--- src/rtl/multicycle_ctrl.sv ---
// multicycle_ctrl: multicycle sequencer for the IcyRisc RV32I core.
// Walks each instruction through fetch, decode, execute, memory and
// writeback, and drives the shared ALU, memory port and register file.
// Optional build macro: ICYRISC_ILLEGAL_TRAP_EN adds the 'illegal' output and
// a TRAP state that unknown opcodes fall into until reset.
module multicycle_ctrl #(
    parameter int STATE_W = 4
) (
    input  logic               clk,
    input  logic               rst,
    input  logic [6:0]         opcode,
    input  logic               branch_taken,
    input  logic               mem_ready,
    output logic               pc_write,
    output logic               ir_write,
    output logic               adr_src,
    output logic               mem_read,
    output logic               mem_write,
    output logic               reg_write,
    output logic [2:0]         imm_ctrl,
    output logic [1:0]         alu_src_a,
    output logic [1:0]         alu_src_b,
    output logic [1:0]         alu_op,
    output logic [1:0]         result_src,
`ifdef ICYRISC_ILLEGAL_TRAP_EN
    output logic               illegal,
`endif
    output logic [STATE_W-1:0] state_dbg
);

    localparam logic [6:0] OP_LOAD   = 7'b0000011;
    localparam logic [6:0] OP_STORE  = 7'b0100011;
    localparam logic [6:0] OP_RTYPE  = 7'b0110011;
    localparam logic [6:0] OP_ITYPE  = 7'b0010011;
    localparam logic [6:0] OP_BRANCH = 7'b1100011;
    localparam logic [6:0] OP_JAL    = 7'b1101111;
    localparam logic [6:0] OP_JALR   = 7'b1100111;
    localparam logic [6:0] OP_LUI    = 7'b0110111;
    localparam logic [6:0] OP_AUIPC  = 7'b0010111;

    typedef enum logic [STATE_W-1:0] {
        FETCH  = 4'd0,
        DECODE = 4'd1,
        MEMADR = 4'd2,
        MEMRD  = 4'd3,
        MEMWB  = 4'd4,
        MEMWR  = 4'd5,
        EXEC_R = 4'd6,
        EXEC_I = 4'd7,
        ALUWB  = 4'd8,
        BRANCH = 4'd9,
        JALR   = 4'd10,
        JAL    = 4'd11,
        LUI    = 4'd12,
        AUIPC  = 4'd13
`ifdef ICYRISC_ILLEGAL_TRAP_EN
        ,
        TRAP   = 4'd14
`endif
    } state_t;

    state_t state_q;
    state_t state_d;

    // State register; reset always lands in FETCH, even mid memory access
    always_ff @(posedge clk or posedge rst) begin
        if (rst) begin
            state_q <= FETCH;
        end else begin
            state_q <= state_d;
        end
    end

    // Next-state selection; stalls hold FETCH/MEMRD/MEMWR until mem_ready
    always_comb begin
        state_d = state_q;
        case (state_q)
            FETCH:   if (mem_ready) state_d = DECODE;
            DECODE: begin
                case (opcode)
                    OP_LOAD, OP_STORE: state_d = MEMADR;
                    OP_RTYPE:          state_d = EXEC_R;
                    OP_ITYPE:          state_d = EXEC_I;
                    OP_BRANCH:         state_d = BRANCH;
                    OP_JAL:            state_d = JAL;
                    OP_JALR:           state_d = JALR;
                    OP_LUI:            state_d = LUI;
                    OP_AUIPC:          state_d = AUIPC;
`ifdef ICYRISC_ILLEGAL_TRAP_EN
                    default:           state_d = TRAP;
`else
                    default:           state_d = FETCH;
`endif
                endcase
            end
            MEMADR:  state_d = (opcode == OP_LOAD) ? MEMRD : MEMWR;
            MEMRD:   if (mem_ready) state_d = MEMWB;
            MEMWB:   state_d = FETCH;
            MEMWR:   if (mem_ready) state_d = FETCH;
            EXEC_R:  state_d = ALUWB;
            EXEC_I:  state_d = ALUWB;
            ALUWB:   state_d = FETCH;
            BRANCH:  state_d = FETCH;
            JALR:    state_d = JAL;
            JAL:     state_d = ALUWB;
            LUI:     state_d = ALUWB;
            AUIPC:   state_d = ALUWB;
`ifdef ICYRISC_ILLEGAL_TRAP_EN
            TRAP:    state_d = TRAP;
`endif
            default: state_d = FETCH;
        endcase
    end

    // Immediate format follows the opcode directly, independent of state
    always_comb begin
        case (opcode)
            OP_STORE:         imm_ctrl = 3'd1;
            OP_BRANCH:        imm_ctrl = 3'd2;
            OP_LUI, OP_AUIPC: imm_ctrl = 3'd3;
            OP_JAL:           imm_ctrl = 3'd4;
            default:          imm_ctrl = 3'd0;
        endcase
    end

    // Per-state datapath controls; strobes are masked while rst is held
    always_comb begin
        pc_write   = 1'b0;
        ir_write   = 1'b0;
        adr_src    = 1'b0;
        mem_read   = 1'b0;
        mem_write  = 1'b0;
        reg_write  = 1'b0;
        alu_src_a  = 2'd0;
        alu_src_b  = 2'd0;
        alu_op     = 2'd0;
        result_src = 2'd0;
        case (state_q)
            FETCH: begin
                mem_read   = 1'b1;
                alu_src_b  = 2'd2;
                result_src = 2'd2;
                ir_write   = mem_ready;
                pc_write   = mem_ready;
            end
            DECODE: begin
                alu_src_a = 2'd1;
                alu_src_b = 2'd1;
            end
            MEMADR: begin
                alu_src_a = 2'd2;
                alu_src_b = 2'd1;
            end
            MEMRD: begin
                adr_src  = 1'b1;
                mem_read = 1'b1;
            end
            MEMWB: begin
                result_src = 2'd1;
                reg_write  = 1'b1;
            end
            MEMWR: begin
                adr_src   = 1'b1;
                mem_write = 1'b1;
            end
            EXEC_R: begin
                alu_src_a = 2'd2;
                alu_op    = 2'd2;
            end
            EXEC_I: begin
                alu_src_a = 2'd2;
                alu_src_b = 2'd1;
                alu_op    = 2'd2;
            end
            ALUWB: begin
                reg_write = 1'b1;
            end
            BRANCH: begin
                alu_src_a = 2'd2;
                alu_op    = 2'd1;
                pc_write  = branch_taken;
            end
            JALR: begin
                alu_src_a = 2'd2;
                alu_src_b = 2'd1;
            end
            JAL: begin
                alu_src_a = 2'd1;
                alu_src_b = 2'd2;
                pc_write  = 1'b1;
            end
            LUI: begin
                alu_src_a = 2'd3;
                alu_src_b = 2'd1;
            end
            AUIPC: begin
                alu_src_a = 2'd1;
                alu_src_b = 2'd1;
            end
            default: begin
            end
        endcase
        if (rst) begin
            pc_write  = 1'b0;
            ir_write  = 1'b0;
            mem_read  = 1'b0;
            mem_write = 1'b0;
            reg_write = 1'b0;
        end
    end

`ifdef ICYRISC_ILLEGAL_TRAP_EN
    assign illegal = (state_q == TRAP);
`endif

    assign state_dbg = state_q;

endmodule

--- config.mk ---
export PLATFORM = sky130hd
export DESIGN_NAME = multicycle_ctrl
export DESIGN_NICKNAME = d
export VERILOG_FILES = /design/src/rtl/multicycle_ctrl.sv
export SDC_FILE = /design/constraint.sdc
export NUM_CORES = 1
export LEC_CHECK = 0
export ABC_CLOCK_PERIOD_IN_PS = 1200
export BUFFER_PORTS_ARGS = -buffer_cell sky130_fd_sc_hd__buf_4
export CAP_MARGIN = 20
export CORE_MARGIN = 4
export CORE_UTILIZATION = 42
export CTS_BUF_LIST = sky130_fd_sc_hd__clkbuf_8
export DETAILED_ROUTE_END_ITERATION = 6
export PLACE_DENSITY = 0.78
export REMOVE_ABC_BUFFERS = 1
export SLEW_MARGIN = 0
export SYNTH_ARGS = -nofsm -noshare
export SYNTH_HDL_FRONTEND = slang
export SYNTH_SLANG_ARGS = --single-unit
--- constraint.sdc ---
create_clock -name clk -period 1.2 [get_ports clk]
set_input_delay 0.06 -clock clk [delete_from_list [all_inputs] [get_ports clk]]
set_output_delay 0.06 -clock clk [all_outputs]
set_load 0.05 [all_outputs]
==> impl_metrics.env, run 1 <==
export IMPL_htree_levels=1
export IMPL_worst_ep_kind="primary output"
export IMPL_yosysSeqAreaShare=0.160
export IMPL_die_h_microns=46.6
export IMPL_synthCells=84
export IMPL_synth_seq_cells=4
export IMPL_cts_sinks=4
export IMPL_dp_cells=141
export IMPL_haltStage="global routing (5_1_grt)"
export IMPL_ios=32
export IMPL_grt_max_degree=9
export IMPL_antenna_found_initial=0
export IMPL_portBuffers=31
export IMPL_ys_warn_count=0
export IMPL_syn_area_sq_um=626
export IMPL_rows=13
export IMPL_die_w_microns=46.6
export IMPL_dpl_hpwl_mm=1.71
export IMPL_synth_main_ff_cell="dfrtp_1"
export IMPL_cts_root_buffer="clkbuf_8"
export IMPL_error_message="[ERROR DPL-0033] detailed placement checks failed during check placement."
export IMPL_status="stopped before the end"
export IMPL_ys_types=36
export IMPL_gp_congestion=0.836
export IMPL_cts_buffers=3
export IMPL_initial_core_util=0.463
export IMPL_async_flop_share=1.00
export IMPL_worstEndpointGrtRepair="pc_write"
export IMPL_clockBufferDepth=2
export IMPL_synth_edf_count=0
export IMPL_avgSynthCellArea_sq_um=7.45
metrics by stage:
stage | TNS, ns | setup WS [ns] | hold slack, ns | area [sq um]
floorplan | -14.22 | -1.78 | -0.164 | 579
global placement | -0.766 | -0.125 | -0.0108 | 966
detailed placement | -1.24 | -0.156 | -0.00494 | 966
CTS | -3.49 | -0.302 | 0.206 | 1220
kinds of logic after synthesis:
kind of cell,after synthesis,synth area share
simple gates,40,0.376
compound gates,26,0.314
buf+inv,10,0.0920
flops,4,0.160
xor+xnor,3,0.0420
mux,1,0.0160
synthesized netlist by cell type, drive strengths merged, types with 2 or more instances:
master  count  area [sq um]
a211oi      3          32.5
a21oi       9          45.0
and3        5          31.3
buf         7          46.3
dfrtp       4           100
inv         3          11.3
nand2       4          15.0
nand2b      4          25.0
nand3       2          10.0
nand3b      2          15.0
nor2        9          33.8
nor2b       2          20.0
nor3        4          20.0
nor4        4          31.3
o211ai      3          22.5
o21ai       3          15.0
xor2        2          17.5
repair_timing:
action / in CTS
endpoints found under the setup margin: 18
hold buffers: 1
pin swaps: 10
setup buffers: 7
resized for setup: 42
hold endpoints to repair: 4
==> run 2, diff against run 1 <==
ABC_CLOCK_PERIOD_IN_PS = 1560   (was 1200)
CORE_AREA = 4 4 65 67   (was not set)
CORE_MARGIN = not set   (was 4)
CORE_UTILIZATION = not set   (was 42)
CTS_BUF_LIST = not set   (was sky130_fd_sc_hd__clkbuf_8)
DIE_AREA = 0 0 69 71   (was not set)
PLACE_DENSITY = not set   (was 0.78)
PLACE_DENSITY_LB_ADDON = 0.15   (was not set)
clock period = 1.56 ns   (was 1.2 ns; I/O delays follow)
==> run 2 against run 1 <==
  * The flow now finishes without violations
  * Synthesized cell count unchanged
  * Synthesized area unchanged
==> impl_metrics.env, run 2 <==
export IMPL_status="finished, final reports clean"
export IMPL_rows=22
export IMPL_fillers=415
export IMPL_cts_tree="built"
export IMPL_synth_edf_count=0
export IMPL_path_class="register to primary output"
export IMPL_grt_overflow=0
export IMPL_final_min_clock_period_ns=1.54
export IMPL_area_growth_pct=73.8
export IMPL_via_per_inst=4.61
export IMPL_fin_cells=172
export IMPL_drtPass1Iterations=4
export IMPL_cts_buffers=3
export IMPL_dpl_hpwl_mm=1.78
export IMPL_arrival_ns=1.46
export IMPL_synthCells=84
export IMPL_synth_area_leader_cell="dfrtp_1"
export IMPL_dieArea_sq_um=4900
export IMPL_timing_final_crit_share=0.988
export IMPL_critPathLaunchType="register"
export IMPL_r2r_start="state_dbg[2]"
export IMPL_cts_sinks=4
export IMPL_fmax_ghz=0.649
export IMPL_worstPathRequired_ns=1.48
export IMPL_hold_violations=0
export IMPL_largest_reg_flops=4
export IMPL_gp_congestion=0.793
export IMPL_tightest_slew_ns=0.468
export IMPL_ys_top_cells_by_count="9 x a21oi_1, 9 x nor2_1, 5 x and3_1"
export IMPL_reg2reg_slack_ns=0.20
export IMPL_grt_pass1_wl_mm=3.76
export IMPL_startpoint="state_dbg[2]"
export IMPL_coreArea_sq_um=3630
export IMPL_dp_cells=165
export IMPL_antenna_found_initial=0
export IMPL_synth_top_area_frac=0.160
export IMPL_wire_per_inst_microns=13.0
export IMPL_vias=793
export IMPL_drv_cap=0
export IMPL_grt_pass1_vias=751
export IMPL_htree_levels=1
export IMPL_final_cell_mix="39 x buf_4, 9 x a21oi_1, 8 x nor2_1"
export IMPL_synth_main_ff_cell="dfrtp_1"
export IMPL_hp_start="opcode[3]"
export IMPL_clk_pin_slew_ns=0.03
export IMPL_ys_warn_count=0
export IMPL_gr_usage_all_layers=0.0942
export IMPL_initial_core_util=0.172
export IMPL_remaining_drc_errors=0
export IMPL_fin_util=0.299
export IMPL_maxSlewViolCount=0
export IMPL_clockBufferDepth=2
export IMPL_power_leakage_nw=0.473
export IMPL_ys_types=36
export IMPL_worst_setup_path_end_kind="primary output"
export IMPL_num_antenna_cells=0
export IMPL_die_h_microns=71
export IMPL_cts_root_buffer="clkbuf_8"
export IMPL_hold_path_class="input pin to register"
export IMPL_nNetsFinal=137
export IMPL_multiInputGateArea_sq_um=519
export IMPL_final_common_cell="buf_4"
export IMPL_finClkSkew_ns=0.00134
export IMPL_routed_wl_mm=2.24
export IMPL_relSlewSlack=0.685
export IMPL_async_flop_share=1.00
export IMPL_rsz0062_at_grt="true"
export IMPL_drive_gt1_frac=0.516
export IMPL_synth_top_cells_by_area="dfrtp_1 16%, a21oi_1 7.2%, nor2_1 5.4%"
export IMPL_syn_area_sq_um=626
export IMPL_grt_max_degree=13
export IMPL_setup_viol=0
export IMPL_seq_area_sq_um=104
export IMPL_avgSynthCellArea_sq_um=7.45
export IMPL_yosysSeqAreaShare=0.160
export IMPL_fin_ws_ns=0.0194
export IMPL_drt_initial_drc_count=23
export IMPL_power_density_nw_per_um2=1770
export IMPL_pre_cts_ws_ns=0.147
export IMPL_ir_drop_v=0.000556
export IMPL_die_w_microns=69
export IMPL_clock_latency_ns=0.22
export IMPL_antenna_left=0
export IMPL_critPathMaxFanout=11
export IMPL_synth_seq_cells=4
export IMPL_portBuffers=31
export IMPL_ios=32
[run 2: cell counts after synthesis]
No cell type changed its count.
[run 2: power by group]
group	internal [mW]	switching, mW	leakage [nW]
clock	0.165	0.0555	0.0216
sequential	0.136	0.0561	0.0494
combinational	0.571	0.944	0.402
[run 2: kinds of logic (layout without fill, tap and decap cells)]
| logic type | count (synthesis) | in the layout | share of synthesized area |
|---|---|---|---|
| and+or+nand+nor | 40 | 40 | 0.376 |
| AOI/OAI and AO/OA | 26 | 26 | 0.314 |
| buffers and inverters | 10 | 50 | 0.0920 |
| DFF | 4 | 4 | 0.160 |
| xor gates and xnor gates | 3 | 3 | 0.0420 |
| muxes | 1 | 1 | 0.0160 |
[run 2: path summary, 6_finish.rpt]
| check | to | cells after the start |
|---|---|---|
| hold reg to reg | state_dbg[2] | 2 |
| min in group asynchronous | state_dbg[2] | 3 |
| setup reg to reg | state_dbg[2] | 6 |
| hold / removal | state_dbg[0] | 3 |
| max in group asynchronous | state_dbg[3] | 3 |
| setup / recovery | alu_src_b[0] | 5 |
[run 2: cell type report]
| type | count | share of cell area |
|---|---|---|
| clock buffers | 3 | 0.0380 |
| inverters | 3 | 0.0104 |
| multi-input cells | 70 | 0.478 |
| flip-flops and latches | 4 | 0.0955 |
| well taps | 48 | 0.0552 |
| repair buffers | 44 | 0.323 |
[run 2: what timing repair did]
action	CTS	global route
pin swaps	0	1
gates cloned	0	0
hold buffers	1	0
gates resized for setup	8	11
buffers inserted	2	1
hold endpoints to repair	4	0
endpoints found under the setup margin	3	7
[run 2: worst max-delay path, stage by stage, from the launching register on]
cell and delay [ns]:
dfrtp_1 0.39, buf_6 0.16, nor2b_4 0.19, nor3_2 0.05
a221o_1 0.28, buf_6 0.16
[run 2: through the flow]
stage | power [mW] | instance area, sq um | hold slack (ns) | setup TNS (ns)
global route | 2.04 | 1090 | 0.270 | -0.0744
finish | 1.93 | 1090 | 0.238 | 0
global placement | 1.55 | 940 | 0.0242 | 0
detailed placement | 1.53 | 940 | 0.0135 | 0
floorplan | 1.08 | 579 | -0.146 | -7.71
CTS | 1.84 | 1030 | 0.249 | 0
[run 2: metal layers]
layer,part of all wire,vias to the layer above,GRT usage
met2,0.51,16,0.160
li1,-,396,-
met4,0.011,0,0.0260
met1,0.44,378,0.114
met3,0.046,3,0.0298
met5,0,-,0
No activity file was read; power rests on OpenSTA's default activity.
